### src/rtl/conv_pkg.sv
// Shared constants, FSM encoding and pixel-index helper for the 3x3 convolution engine.
package conv_pkg;

  localparam int IMG_DIM  = 4;
  localparam int K_DIM    = 3;
  localparam int OUT_DIM  = 2;
  localparam int NUM_TAPS = K_DIM * K_DIM;
  localparam int NUM_OUT  = OUT_DIM * OUT_DIM;

  typedef enum logic [1:0] {
    IDLE = 2'd0,
    MAC  = 2'd1,
    DONE = 2'd2
  } state_t;

  // Row-major image index of the pixel under tap (ky,kx) for output (r,c).
  function automatic logic [3:0] pix_idx(input logic [1:0] r, input logic [1:0] c,
                                         input logic [1:0] ky, input logic [1:0] kx);
    int idx;
    idx = (int'(r) + int'(ky)) * IMG_DIM + int'(c) + int'(kx);
    return idx[3:0];
  endfunction

endpackage

### src/rtl/mac_unit.sv
// Unsigned DATA_W x DATA_W multiplier feeding an ACC_W accumulator with clear and enable.
module mac_unit #(
  parameter int DATA_W = 8,
  parameter int ACC_W  = 20
) (
  input  logic              clk,
  input  logic              rst,
  input  logic              clr,
  input  logic              en,
  input  logic [DATA_W-1:0] a,
  input  logic [DATA_W-1:0] b,
  output logic [ACC_W-1:0]  acc,
  output logic [ACC_W-1:0]  sum
);

  logic [2*DATA_W-1:0] prod;

  assign prod = a * b;
  assign sum  = acc + ACC_W'(prod);

  // Clear wins over enable so the final tap of a pixel can be written out and reset together.
  always_ff @(posedge clk or negedge rst) begin
    if (!rst) begin
      acc <= '0;
    end else if (clr) begin
      acc <= '0;
    end else if (en) begin
      acc <= sum;
    end
  end

endmodule

### src/rtl/conv_engine.sv
// Sequential 3x3 valid-mode convolution of a 4x4 image using one shared MAC, one tap per cycle.
module conv_engine
  import conv_pkg::*;
#(
  parameter int DATA_W = 8,
  parameter int ACC_W  = 20
) (
  input  logic              clk,
  input  logic              rst,
  input  logic              start,
  input  logic [DATA_W-1:0] input_data0,
  input  logic [DATA_W-1:0] input_data1,
  input  logic [DATA_W-1:0] input_data2,
  input  logic [DATA_W-1:0] input_data3,
  input  logic [DATA_W-1:0] input_data4,
  input  logic [DATA_W-1:0] input_data5,
  input  logic [DATA_W-1:0] input_data6,
  input  logic [DATA_W-1:0] input_data7,
  input  logic [DATA_W-1:0] input_data8,
  input  logic [DATA_W-1:0] input_data9,
  input  logic [DATA_W-1:0] input_data10,
  input  logic [DATA_W-1:0] input_data11,
  input  logic [DATA_W-1:0] input_data12,
  input  logic [DATA_W-1:0] input_data13,
  input  logic [DATA_W-1:0] input_data14,
  input  logic [DATA_W-1:0] input_data15,
  input  logic [DATA_W-1:0] filter_data0,
  input  logic [DATA_W-1:0] filter_data1,
  input  logic [DATA_W-1:0] filter_data2,
  input  logic [DATA_W-1:0] filter_data3,
  input  logic [DATA_W-1:0] filter_data4,
  input  logic [DATA_W-1:0] filter_data5,
  input  logic [DATA_W-1:0] filter_data6,
  input  logic [DATA_W-1:0] filter_data7,
  input  logic [DATA_W-1:0] filter_data8,
  output logic              busy,
  output logic              done,
  output logic [ACC_W-1:0]  result0,
  output logic [ACC_W-1:0]  result1,
  output logic [ACC_W-1:0]  result2,
  output logic [ACC_W-1:0]  result3,
  output logic              result_valid
);

  state_t            state, nxt;
  logic [DATA_W-1:0] img_in [16];
  logic [DATA_W-1:0] flt_in [9];
  logic [DATA_W-1:0] img_q  [16];
  logic [DATA_W-1:0] flt_q  [9];
  logic [ACC_W-1:0]  res    [4];
  logic [1:0]        pos;
  logic [3:0]        tap;
  logic [3:0]        ky_full, kx_full;
  logic [3:0]        img_idx;
  logic [DATA_W-1:0] img_sel, flt_sel;
  logic              accept, last_tap, last_pos, mac_en, mac_clr;
  logic [ACC_W-1:0]  acc, sum;

  assign img_in = '{input_data0, input_data1, input_data2, input_data3,
                    input_data4, input_data5, input_data6, input_data7,
                    input_data8, input_data9, input_data10, input_data11,
                    input_data12, input_data13, input_data14, input_data15};
  assign flt_in = '{filter_data0, filter_data1, filter_data2, filter_data3, filter_data4,
                    filter_data5, filter_data6, filter_data7, filter_data8};

  assign last_tap = (tap == 4'(NUM_TAPS - 1));
  assign last_pos = (pos == 2'(NUM_OUT - 1));

  always_ff @(posedge clk or negedge rst) begin
    if (!rst) state <= IDLE;
    else      state <= nxt;
  end

  always_comb begin
    nxt = state;
    case (state)
      IDLE:    if (start) nxt = MAC;
      MAC:     if (last_tap && last_pos) nxt = DONE;
      DONE:    nxt = IDLE;
      default: nxt = IDLE;
    endcase
  end

  always_comb begin
    busy    = 1'b0;
    done    = 1'b0;
    accept  = 1'b0;
    mac_en  = 1'b0;
    mac_clr = 1'b0;
    case (state)
      IDLE: begin
        accept  = start;
        mac_clr = start;
      end
      MAC: begin
        busy    = 1'b1;
        mac_en  = 1'b1;
        mac_clr = last_tap;
      end
      DONE: begin
        busy = 1'b1;
        done = 1'b1;
      end
      default: ;
    endcase
  end

  // Operand selection: tap t walks the 3x3 window anchored at output position p.
  assign ky_full = tap / 4'd3;
  assign kx_full = tap % 4'd3;
  assign img_idx = pix_idx({1'b0, pos[1]}, {1'b0, pos[0]}, ky_full[1:0], kx_full[1:0]);
  assign img_sel = img_q[img_idx];
  assign flt_sel = flt_q[tap];

  mac_unit #(
    .DATA_W (DATA_W),
    .ACC_W  (ACC_W)
  ) u_mac (
    .clk (clk),
    .rst (rst),
    .clr (mac_clr),
    .en  (mac_en),
    .a   (img_sel),
    .b   (flt_sel),
    .acc (acc),
    .sum (sum)
  );

  always_ff @(posedge clk or negedge rst) begin
    if (!rst) begin
      pos          <= '0;
      tap          <= '0;
      result_valid <= 1'b0;
      for (int i = 0; i < 16; i++) img_q[i] <= '0;
      for (int i = 0; i < 9; i++)  flt_q[i] <= '0;
      for (int i = 0; i < 4; i++)  res[i]   <= '0;
    end else if (accept) begin
      img_q        <= img_in;
      flt_q        <= flt_in;
      pos          <= '0;
      tap          <= '0;
      result_valid <= 1'b0;
    end else if (mac_en) begin
      if (last_tap) begin
        res[pos] <= sum;
        tap      <= '0;
        pos      <= pos + 2'd1;
        if (last_pos) result_valid <= 1'b1;
      end else begin
        tap <= tap + 4'd1;
      end
    end
  end

  assign result0 = res[0];
  assign result1 = res[1];
  assign result2 = res[2];
  assign result3 = res[3];

endmodule

### config.mk
export PLATFORM = sky130hd
export DESIGN_NAME = conv_engine
export DESIGN_NICKNAME = d
export VERILOG_FILES = /design/src/rtl/conv_pkg.sv /design/src/rtl/mac_unit.sv /design/src/rtl/conv_engine.sv
export SDC_FILE = /design/constraint.sdc
export NUM_CORES = 1
export LEC_CHECK = 0
export CAP_MARGIN = 5
export CELL_PAD_IN_SITES_DETAIL_PLACEMENT = 0
export CELL_PAD_IN_SITES_GLOBAL_PLACEMENT = 2
export CORE_MARGIN = 2
export CORE_UTILIZATION = 36
export DETAILED_ROUTE_END_ITERATION = 8
export GPL_ROUTABILITY_DRIVEN = 0
export PLACE_DENSITY = 0.95
export SLEW_MARGIN = 10
export SYNTH_ARGS = -nofsm -noshare
export SYNTH_HDL_FRONTEND = slang
export SYNTH_HIERARCHICAL = 1
export SYNTH_SLANG_ARGS = --single-unit
### constraint.sdc
create_clock -name clk -period 25.9 [get_ports clk]
set_input_delay 2.59 -clock clk [delete_from_list [all_inputs] [get_ports clk]]
set_output_delay 2.59 -clock clk [all_outputs]
set_load 0.02 [all_outputs]
==> impl_results.md, run 1 <==
* Run status: complete, no violations
* Tcrit/Tclk final at 0.350
* Cts hold-fix bufs at 0
* Critical path's top delay family: adder cells
* Fraction of layout cells with a size suffix above 1 at 0.0737
* Largest cells by area after synthesis: dfrtp_1 47%, nand2_1 15%, mux4_2 6.6%, fa_1 6.1%, mux2_1 5.6%
* Final Util at 0.465
* CTS tree: yes
* Initial antenna violation count at 2
* Hold Path Depth at 2
* Worst path slowest cell: dfrtp_1
* HPWL after DPL at 32100 µm
* Hold_sp: img_q[110]
* Row count at 78
* # nets final at 2199
* CTS sink cnt at 309
* Postcts setup bufs at 0
* Final setup fails at 0
* Worst clock skew at ~0.014 ns
* Warnings from Yosys at 6
* Slew @ Worst Pin at 1.18 ns
* Critical path type: register to register
* Starting DRT DRC Count at 768
* Crit-path max FO at 32
* Bufs on Longest Clock Path at 3
* Routed WL at roughly 43000 µm
* Largest net degree at the start of global routing at 100
* Worst Reg2Reg Path Length in Cells at 27
* Synth top area share at 0.471
* Global-route usage over all layers at 0.188
* Crit-path max cell delay at 0.81 ns
* Worst skew pair latency at 0.53 ns
* Clock-pin slew on the worst setup and hold paths at 0.06 ns
* Initial Util at 0.363
* Mean Syn Cell Area at about 10 µm²
* Number of global-route vias before repair at 12500
* WP depth at 27
* RSZ-0062 raised after global routing: false
* Commonest non-fill, non-tap cell in the layout: nand2_1
* 1st-pass router iterations at 7
* Worst reg2reg startpoint: tap[2]
* Gr ovfl total at 0
* Post-route antenna net violation count at 0
* PortBufs at 285
* Maximum clock rate at 110 MHz
* Min-Delay Path Class: register to register
* Post-Syn Area at around 16000 µm²
* Die outline width at between 200 and 250 µm
* Vias at 12100
* Routed wire per std cell at 17.3 µm
* Area of the die at 47300 µm²
* CTS resizes at 0
* H-tree depth at 2
* CP Data Arrival Time at 9.48 ns
* Final hold vios at 0
* Max_cap viols at 0
* Net Count, Synth at 1939
* Synth cell types at 62
* Worst endpoint required time at 26.31 ns
* First-pass GRT wire length at 69600 µm
* Max Slew Vio Count at 0
* Cell taking the most area after synthesis: dfrtp_1
* Crit path launch: tap[2]
* Synth-to-layout area growth at 28.0%
* Clk root buf: clkbuf_16
* Core area at between 40000 and 50000 µm²
* DRC Markers at 0
* Crit. End Element: register
* Crit path time final at 9.08 ns
* Setup Total Neg Slack at 0 ns
* Hold Slack at 0.467 ns
* Sequential area share after synthesis at 0.471
* Synth Register Bits at around 310
* Synthesized instance count at 1629
* CP Launch Type: register
* Die Ht at 218 µm
* DR vias/cell at 4.82
* Most frequent cells in the layout: 669 x nand2_1, 309 x dfrtp_1, 284 x clkdlybuf4s50_1
* Total I/O pin count at 286
* Number of buffers and inverters on the critical path at 4
* Slew HR at 0.211
* CTS Buf Count at 35
[final timing paths]
kind	endpoint	slack, ns
worst min-delay path	img_q[110]	0.47
min in group asynchronous	result1[2]	2.08
worst min register to register	img_q[110]	0.47
worst max-delay path	result3[17]	16.82
max in group asynchronous	u_mac/acc[0]	20.58
worst max register to register	result3[17]	16.82
[cell type report]
| cell class | count | area [µm²] |
|---|---|---|
| fillers | 4205 | 24200 |
| clock buffers | 43 | 966 |
| inverters | 112 | 420 |
| flip-flops and latches | 309 | 7730 |
| clock inverters | 19 | 208 |
| well taps | 600 | 751 |
| repair buffers | 300 | 2970 |
| multi-input cells | 1131 | 7960 |
| diodes | 1 | 2.50 |
[worst register-to-register path: stages (launching register included)]
cell	delay [ns]
dfrtp_1	0.81
nor2b_1	0.30
ha_1	0.18
inv_1	0.04
ha_1	0.23
nor2b_1	0.16
a221oi_2	0.31
ha_1	0.25
a31oi_4	0.05
xnor2_1	0.15
ha_2	0.33
buf_4	0.51
mux4_2	0.65
mux4_1	0.67
and2_1	0.25
fa_1	0.52
fa_1	0.52
fa_1	0.55
inv_1	0.06
fa_1	0.52
inv_1	0.04
ha_1	0.37
a21oi_1	0.32
o21ai_0	0.18
a221oi_1	0.31
o21ai_1	0.14
xnor2_1	0.20
mux2_1	0.31
[registers in the layout (all words and copies together) (netlist names)]
signal	count
flt_q	72
result0	20
pos	2
img_q	128
result_valid	1
state	2
tap	4
result1	20
result2	20
result3	20
u_mac/acc	20
[cells in the mapped netlist, drive strengths merged]
cell      n
nand4b    2
nor3      4
a21o      7
nor2b     7
a31oi     5
o21bai    2
nor2     30
nand3b    2
ha       57
o41ai     1
nand3     9
o31ai     2
mux4     56
nand2   670
a311o     1
o221ai    1
a22o      6
buf      28
o21ai    18
or3       1
a211o     1
a221oi    3
clkinv    1
o21a      1
a21boi    1
mux2     82
a41oi     2
and3      2
xor2      5
dfrtp   309
nor4      1
and2     36
inv     111
o311ai    2
a21oi    17
clkbuf   49
or4b      1
fa       50
nor3b     1
o31a      1
xnor2    14
mux2i    20
o211ai    3
a211oi    2
nand2b    5
[routing by layer]
layer | global-route usage | wire [µm] | vias to the layer above
li1 | - | - | 5763
met1 | 0.258 | 19800 | 5984
met2 | 0.302 | 20400 | 304
met3 | 0.0261 | 1940 | 69
met4 | 0.0731 | 1390 | 2
met5 | 0 | 13 | -
[cell families after synthesis]
kind of cell | synth area share
buffers and inverters | 0.0448
xor gates and xnor gates | 0.0106
AOI/OAI and AO/OA | 0.0343
and+or+nand+nor | 0.187
adders and majority gates | 0.104
muxes | 0.147
DFF | 0.471
[per-stage QoR]
| step | instances | setup slack, ns | instance area [µm²] |
|---|---|---|---|
| 6_report | 2515 | 16.82 | 21000 |
| 5_1_grt | 2515 | 16.19 | 21000 |
| 4_1_cts | 2514 | 16.78 | 21000 |
| 3_5_place_dp | 2452 | 16.80 | 19800 |
| 3_3_place_gp | 2452 | 17.06 | 19800 |
| 2_1_floorplan | 1629 | 17.68 | 16400 |
Power of run 1 is not shown: default switching activity piles up to over one toggle a cycle in this logic, so the estimate is an artifact.
==> inputs of run 2 (changes only) <==
--- a/config.mk
+++ b/config.mk
@@ -9,10 +9,10 @@
 export CELL_PAD_IN_SITES_DETAIL_PLACEMENT = 0
 export CELL_PAD_IN_SITES_GLOBAL_PLACEMENT = 2
 export CORE_MARGIN = 2
-export CORE_UTILIZATION = 36
+export CORE_UTILIZATION = 34
 export DETAILED_ROUTE_END_ITERATION = 8
 export GPL_ROUTABILITY_DRIVEN = 0
-export PLACE_DENSITY = 0.95
+export PLACE_DENSITY = 0.91
 export SLEW_MARGIN = 10
 export SYNTH_ARGS = -nofsm -noshare
 export SYNTH_HDL_FRONTEND = slang
==> constraint.sdc (replaced) <==
create_clock -name clk -period 9.3 [get_ports clk]
set_input_delay 0.93 -clock clk [delete_from_list [all_inputs] [get_ports clk]]
set_output_delay 0.93 -clock clk [all_outputs]
set_load 0.02 [all_outputs]
==> run 2 against run 1 <==
Net effect:
- critical path depth rose by 2
- clock-buffer cell count grew 8
- hold slack got worse by 0.0098 ns
- clock skew grew 0.010 ns
- final cell count increased by 0.76%
==> impl_results.md, run 2 (synthesized netlist as in run 1, its figures left out) <==
* Clk root buf: clkbuf_16
* Top Registers: img_q: 128 flops, flt_q: 72 flops
* Total I/O pin count at 286
* Slew @ Worst Pin at between 1 and 1.5 ns
* Crit-path max FO at 32
* Worst skew pair latency at 0.55 ns
* Run status: complete, no violations
* Most frequent cells in the layout: 669 x nand2_1, 309 x dfrtp_1, 284 x clkdlybuf4s50_1
* Crit-path max cell delay at 0.67 ns
* Critical path type: register to register
* Maximum clock rate at 115 MHz
* Largest register FFs at 128
* Setup Total Neg Slack at 0 ns
* 1st-pass router iterations at 5
* Gr ovfl total at 0
* Synth-to-layout area growth at 29.2%
* Number of global-route vias before repair at about 13000
* Routed WL at 44300 µm
* Initial antenna violation count at 1
* Worst path slowest cell: mux4_1
* HPWL after DPL at 32700 µm
* Final std cells w/o fill at 2534
* Area of the die at 50000 µm²
* Worst endpoint required time at 9.77 ns
* Crit path time final at ~8.7 ns
* Final hold vios at 0
* Largest net degree at the start of global routing at about 190
* Final Cell Area at between 20000 and 25000 µm²
* RSZ-0062 raised after global routing: false
* Starting DRT DRC Count at between 800 and 900
* Worst clock skew at 0.0243 ns
* Dpl cells at 2467
* Commonest non-fill, non-tap cell in the layout: nand2_1
* CTS tree: yes
* Post-route antenna net violation count at 0
* Vias at 12100
* Routed wire per std cell at 17.5 µm
* Die outline width at 224 µm
* First-pass GRT wire length at around 70000 µm
* Max Slew Vio Count at 0
* H-tree depth at 2
* Max_cap viols at 0
* CTS Buf Count at 37
* Die Ht at roughly 220 µm
* Postcts setup bufs at 0
* Ant. Diodes at 0
* Clock-pin slew on the worst setup and hold paths at about 0.060 ns
* Initial Util at 0.344
* Global-route usage over all layers at 0.182
* Fraction of layout cells with a size suffix above 1 at 0.0750
* Final Util at 0.445
* Placed Area at 19900 µm²
* Crit. End Element: register
* Min-Delay Path Class: primary input to async pin
* CP Data Arrival Time at 9.16 ns
* Row count at 80
* Core area at 47600 µm²
* CP Launch Type: register
* Tcrit/Tclk final at 0.935
* Slew HR at 0.211
* Final setup fails at 0
* # nets final at between 2000 and 2500
* Bufs on Longest Clock Path at 3
* PortBufs at 285
* DRC Markers at 0
* Top reg by flops: img_q
* CTS sink cnt at between 300 and 400
* Most used cell, CP: ha_1
* DR vias/cell at between 4 and 5
[run 2: worst paths after layout]
| kind | start | endpoint | slack (ns) | cells past startpoint |
|---|---|---|---|---|
| setup / recovery | tap[3] | result2[18] | 0.60 | 29 |
| max in group asynchronous | rst | img_q[107] | 7.15 | 2 |
| hold reg to reg | flt_q[44] | flt_q[44] | 0.47 | 2 |
| min in group clk | flt_q[44] | flt_q[44] | 0.47 | 2 |
| setup reg to reg | tap[3] | result2[18] | 0.60 | 29 |
| hold / removal | rst | result1[2] | 0.46 | 1 |
[run 2: layer usage]
layer	global-route usage	routed length, µm	up-vias
li1	-	-	5779
met1	0.250	20500	5914
met2	0.289	20200	322
met3	0.0336	2250	68
met4	0.0667	1300	0
met5	0	0	-
[run 2: critical path: cells and delay by family (launching register included)]
family	cells	cell delay, ns
AND/OR/NAND/NOR	5	0.93
adder cells (fa/ha/maj)	10	3.58
buffers and inverters	5	0.63
AO/OA/AOI/OAI	5	1.42
multiplexers	3	1.35
flip-flops	1	0.53
XOR/XNOR	1	0.17
[run 2: area by class of cell]
class / instances / area, µm²
fill: 4571 / 26400
multi-input combinational: 1131 / 7970
sequential: 309 / 7730
timing repair buffer: 300 / 3000
clock buffer: 51 / 1100
tap: 615 / 769
inverter: 112 / 420
clock inverter: 16 / 224
[run 2: what timing repair did]
| item | CTS | global route |
|---|---|---|
| endpoints found under the hold margin | 0 | 0 |
| endpoints found under the setup margin | 0 | 20 |
| hold buffers | 0 | 0 |
| resized for setup | 0 | 1 |
[run 2: through the flow]
stage / setup WS (ns) / hold slack, ns
floorplan: 1.08 / 0.440
detailed placement: 0.437 / 0.458
global route: 0.0711 / 0.491
finish: 0.602 / 0.458
global placement: 0.634 / 0.452
CTS: 0.398 / 0.472
Power of run 2 is left out for the same reason.
==> inputs of run 3 (changes only) <==
--- a/config.mk
+++ b/config.mk
@@ -9,10 +9,10 @@
 export CELL_PAD_IN_SITES_DETAIL_PLACEMENT = 0
 export CELL_PAD_IN_SITES_GLOBAL_PLACEMENT = 2
 export CORE_MARGIN = 2
-export CORE_UTILIZATION = 34
+export CORE_UTILIZATION = 30
 export DETAILED_ROUTE_END_ITERATION = 8
 export GPL_ROUTABILITY_DRIVEN = 0
-export PLACE_DENSITY = 0.91
+export PLACE_DENSITY_LB_ADDON = 0.1
 export SLEW_MARGIN = 10
 export SYNTH_ARGS = -nofsm -noshare
 export SYNTH_HDL_FRONTEND = slang
==> constraint.sdc (replaced) <==
create_clock -name clk -period 7.5 [get_ports clk]
set_input_delay 0.75 -clock clk [delete_from_list [all_inputs] [get_ports clk]]
set_output_delay 0.75 -clock clk [all_outputs]
set_load 0.02 [all_outputs]
==> run 3 against run 2 <==
Net effect:
- global-route usage is 0.51 points lower
- the flow now finishes with violations (setup timing)
- via count increased by 2.5%
- utilization decreased by 1.9 points
- wire length grew 13%
- critical path depth down 1
- final area is 8.3% higher
- sequential share of layout area shrank 2.8 points
- clock skew shrank 0.012 ns
==> impl_results.md, run 3 (synthesized netlist as in run 1, its figures left out) <==
* Post-route antenna net violation count at 0
* Slew HR at 0.184
* Worst skew pair latency at 0.55 ns
* Die outline width at 238 µm
* Crit-path max FO at 7
* Most frequent cells in the layout: 659 x nand2_1, 309 x dfrtp_1, 284 x clkdlybuf4s50_1
* WL met1 at 22900 µm
* CTS sink cnt at just over 300
* Tcrit/Tclk final at 1.00
* Cts hold-fix bufs at 0
* Top reg by flops: img_q
* Worst path slowest cell: mux4_2
* Core area at 53900 µm²
* Most used cell, CP: fa_1
* CP Data Arrival Time at 7.93 ns
* Final hold vios at 0
* Max_cap viols at 0
* 1st-pass router iterations at 4
* Worst Reg2Reg Path Length in Cells at 28
* Top Layer Used: met4
* Worst endpoint required time at 7.93 ns
* First-pass GRT wire length at 77400 µm
* Met2 WL post-DR at 23700 µm
* Routed WL at between 40000 and 50000 µm
* Starting DRT DRC Count at between 400 and 500
* Clock-pin slew on the worst setup and hold paths at 0.06 ns
* Global-route usage over all layers at 0.177
* Min-Delay Path Class: primary input to async pin
* Crit path capture: result0[16]
* Crit-path max cell delay at between 0.6 and 0.7 ns
* PortBufs at 285
* Met3 WL post-DR at 2210 µm
* Crit. End Element: register
* Final Util at 0.426
* Die Ht at approximately 240 µm
* Commonest non-fill, non-tap cell in the layout: nand2_1
* Seq. cell area at 7730 µm²
* DRC Markers at 0
* Bufs on Longest Clock Path at 3
* Max Slew Vio Count at 0
* Synth-to-layout area growth at 39.9%
* Fraction of layout cells with a size suffix above 1 at 0.187
* Vias at 12400
* Row count at 85
* Run status: finished, violations left
* Area of the die at 56600 µm²
* # nets final at roughly 2300
* Fillers at between 5000 and 6000
* Largest net degree at the start of global routing at 153
* Crit path launch: tap[2]
* Failing checks: setup timing
* Critical path type: register to register
* H-tree depth at 2
* Top Registers: img_q: 128 flops, flt_q: 72 flops
* Hold Slack at just under 0.2 ns
* HPWL after DPL at 36100 µm
* Area of the multi-input gates at slightly below 9000 µm²
* Fin worst setup slack at -0.00149 ns
* CTS tree: yes
* Initial antenna violation count at 0
* Initial Util at 0.304
* CP Launch Type: register
* Worst clock skew at between 0.01 and 0.015 ns
* Flop-to-flop setup slack at -0.001 ns
* Ant. Diodes at 0
* Final setup fails at 2
* Gr ovfl total at 0
* Slew @ Worst Pin at about 1.2 ns
* Crit path time final at about 7.5 ns
* Total I/O pin count at 286
* Number of global-route vias before repair at approximately 13000
* Setup Total Neg Slack at -0.00168 ns
* DR vias/cell at approximately 4.5
* Worst reg2reg startpoint: tap[2]
* Maximum clock rate at 133 MHz
* Routed wire per std cell at 18.3 µm
* Largest register FFs at about 130
* Clk root buf: clkbuf_16
* CTS Buf Count at 40
* Reg2reg end: result0[16]
* RSZ-0062 raised after global routing: true
* Setup Slack @ Placement at -0.392 ns
==> run 3: changes by cell type in the layout (fill, tap and decap cells not counted), sizes merged <==
cell / delta
inv: +3
clkinvlp: -2
bufinv: -3
buf: +103
clkbuf: +7
clkinv: +1
==> run 3: cell type report <==
type / count / area share
Clock inverter: 15 / 0.00654
Inverter: 112 / 0.0183
Multi-Input combinational cell: 1131 / 0.377
Timing Repair Buffer: 403 / 0.172
Sequential cell: 309 / 0.337
Clock buffer: 58 / 0.0518
Tap cell: 696 / 0.0379
==> run 3: how the worst min path moves through the flow <==
stage,from,end,slack (ns),cells after the start
2_1_floorplan,flt_q[16],flt_q[16],0.44,2
3_3_place_gp,flt_q[13],flt_q[13],0.45,2
6_report,rst,result1[17],0.20,1
3_5_place_dp,flt_q[13],flt_q[13],0.46,2
4_1_cts,rst,result1[17],0.21,1
5_1_grt,rst,result2[17],0.24,1
==> run 3: critical path, delay by kind of cell (launching register included) <==
family                     cells  cell delay (ns)
adders and majority gates      8             3.06
buffers and inverters          6             0.61
xor gates and xnor gates       2             0.32
muxes                          3             1.46
DFF                            1             0.40
and+or+nand+nor                4             0.58
AOI/OAI and AO/OA              5             0.95
==> run 3: what timing repair did <==
item / CTS / global route
pin swaps: 27 / 58
cloned: 2 / 0
setup buffers: 19 / 13
setup endpoints to repair: 50 / 55
gates resized for setup: 63 / 116
==> run 3: metal layers <==
metal / global-route usage / up-vias
met2: 0.290 / 234
li1: - / 5970
met5: 0 / -
met3: 0.0319 / 53
met1: 0.242 / 6129
met4: 0.0476 / 0
==> run 3: stage by stage <==
step	instance area, µm²	std cells
2_1_floorplan	16500	1629
3_3_place_gp	20600	2620
3_5_place_dp	20600	2620
4_1_cts	22400	2714
5_1_grt	23000	2724
6_report	23000	2724
Power of run 3 is left out for the same reason.
==> RTL change, RTL diff (flow settings as in run 3) <==
The 3 states of `state_t` get a one-hot encoding in 3 bits.
--- a/src/rtl/conv_pkg.sv
+++ b/src/rtl/conv_pkg.sv
@@ -7,10 +7,10 @@
   localparam int NUM_TAPS = K_DIM * K_DIM;
   localparam int NUM_OUT  = OUT_DIM * OUT_DIM;
 
-  typedef enum logic [1:0] {
-    IDLE = 2'd0,
-    MAC  = 2'd1,
-    DONE = 2'd2
+  typedef enum logic [2:0] {
+    IDLE = 3'b001,
+    MAC  = 3'b010,
+    DONE = 3'b100
   } state_t;
 
   // Row-major image index of the pixel under tap (ky,kx) for output (r,c).
Formal check against the unedited RTL: no difference found for any inputs over 4 cycles, from zero or initial values and one cycle with rst low; so few cycles prove little.
==> RTL change against run 3 <==
- synthesized area is 0.21% lower
- setup slack improved by 0.051 ns
- sequential cell count rose by 1
- wire length fell by 0.44%
- cell area down 1.5%
- via count down 0.90%
Power is not shown: default switching activity piles up to over one toggle a cycle in this logic, so the estimate is an artifact.
==> RTL change: results (changes against run 3) <==
## Critical path
* delay of the slowest cell on the worst path: 0.56 ns, -0.05 ns
* Crit Path Class: register to register
* Worst setup endpoint: result2[16]$_DFFE_PN0P_
* Reg-to-Reg Start: tap[3]$_DFFE_PN0P_
* critical-path cell with the highest stage delay: mux4_2
* count of cells along the worst register-to-register path: 29, +3.6%
* crit path DAT: 7.87 ns, -0.06 ns
* worst setup slack for register-to-register paths: 0.05 ns, +0.05 ns

## Synthesis
* xor/xnor share of the synthesized area: 0.01222, +0.001627
* Syn Nets: 1932, -0.36%
* arithmetic-cell share of the synthesized area counting full adders, half adders and majority gates: 0.1024, -0.002069
* mux cell area share after synthesis: 0.1489, +0.001538
* share of synthesized flip-flops with an asynchronous set or reset: 1.000, unchanged
* complex-gate fraction of the synthesized area: 0.02819, -0.006115
* most numerous cell types in the synthesized netlist: nand2_1 (658), dfrtp_1 (309), inv_1 (108)
* post-synthesis cell count: 1625, -0.25%
* part of the Yosys area used for sequential elements: 0.4738, +0.002613
* post-synth cell types: 58, -6.5%
* biggest area contributors in the synthesized netlist: dfrtp_1 (47%), nand2_1 (15%), mux4_2 (6.6%)

## Timing
* measured slew at the worst slew-check pin: 1.243 ns, +0.01851 ns
* smallest hold slack: 0.1504 ns, -0.04800 ns
* worst-case setup margin in the final layout: 0.04987 ns, +0.05137 ns
* worst setup skew after layout: 0.02732 ns, +0.01468 ns

## Route
* per-cell via count in the routed design: 4.575, +0.62%
* wire length on met3: 1802 µm, -18%
* initial detailed-routing violation count: 595, +22%
* WL final: 49670 µm, -0.44%
* detailed route wirelength on metal2: 23930 µm, +0.81%
* routed length on met1: 23200 µm, +1.2%
* number of optimization iterations in the first detailed-route pass: 5, +1

## Finish
* # nets final: 2265, -1.8%
* number of standard cells in the layout, taps in and fillers out: 2683, -1.5%
* ratio of cells with drive above 1 in the final layout: 0.1964, +0.008998

## Global routing
* GR Layer Usage met3: 0.02613, -0.005800
* antenna violations before repair: 2, +2
* routing usage on met1: 0.2474, +0.005457
* wire length of the first global-routing pass: 78000 µm, +0.79%
* aggregate global-route resource usage: 0.1791, +0.002011
* maximum number of pins on one net before global-route repair: 206, +35%
* M2 GR Usage: 0.2961, +0.006271
* via count of the first global-routing pass: 13.16k, +0.66%

## Clocking
* CTS buffer count: 39, -2.5%
* maximum number of buffers from clock root to sink: 3, unchanged

## Placed design
* Post-Place Setup Slack: -0.4244 ns, -0.03280 ns
* half-perimeter wire length after placement: 36030 µm, -0.21%
* placed cell areas: 20470 µm², -0.40%
* cell total after placement: 2599, -0.80%

## Run status
* outcome: finished clean

[RTL change: changes by cell type in the layout (fill, tap and decap cells not counted), moves of 5 or more]
cell	before	now
a22o_1	6	1
buf_4	92	71
o21ai_1	12	2
mux2_4	36	7
nor2_1	27	32
mux2_2	1	75
o21ai_0	2	14
nand2_1	659	650
clkbuf_8	10	5
buf_6	15	7
mux2_1	45	0
[RTL change: repair_timing]
action / in CTS / in global routing
setup buffers: 10 / 5
resized for setup: 84 / 54
endpoints found under the setup margin: 55 / 61
cloned: 2 / 0
hold buffers: 0 / 0
pin swaps: 44 / 56
[RTL change: final cells by class]
cell class / instances / area [µm²]
Fill cell: 5257 / 31300
Multi-Input combinational cell: 1125 / 8541
Sequential cell: 310 / 7759
Timing Repair Buffer: 374 / 3680
Clock buffer: 51 / 1092
Tap cell: 696 / 870.8
Inverter: 108 / 405.4
Clock inverter: 18 / 270.3
Antenna cell: 1 / 2.502
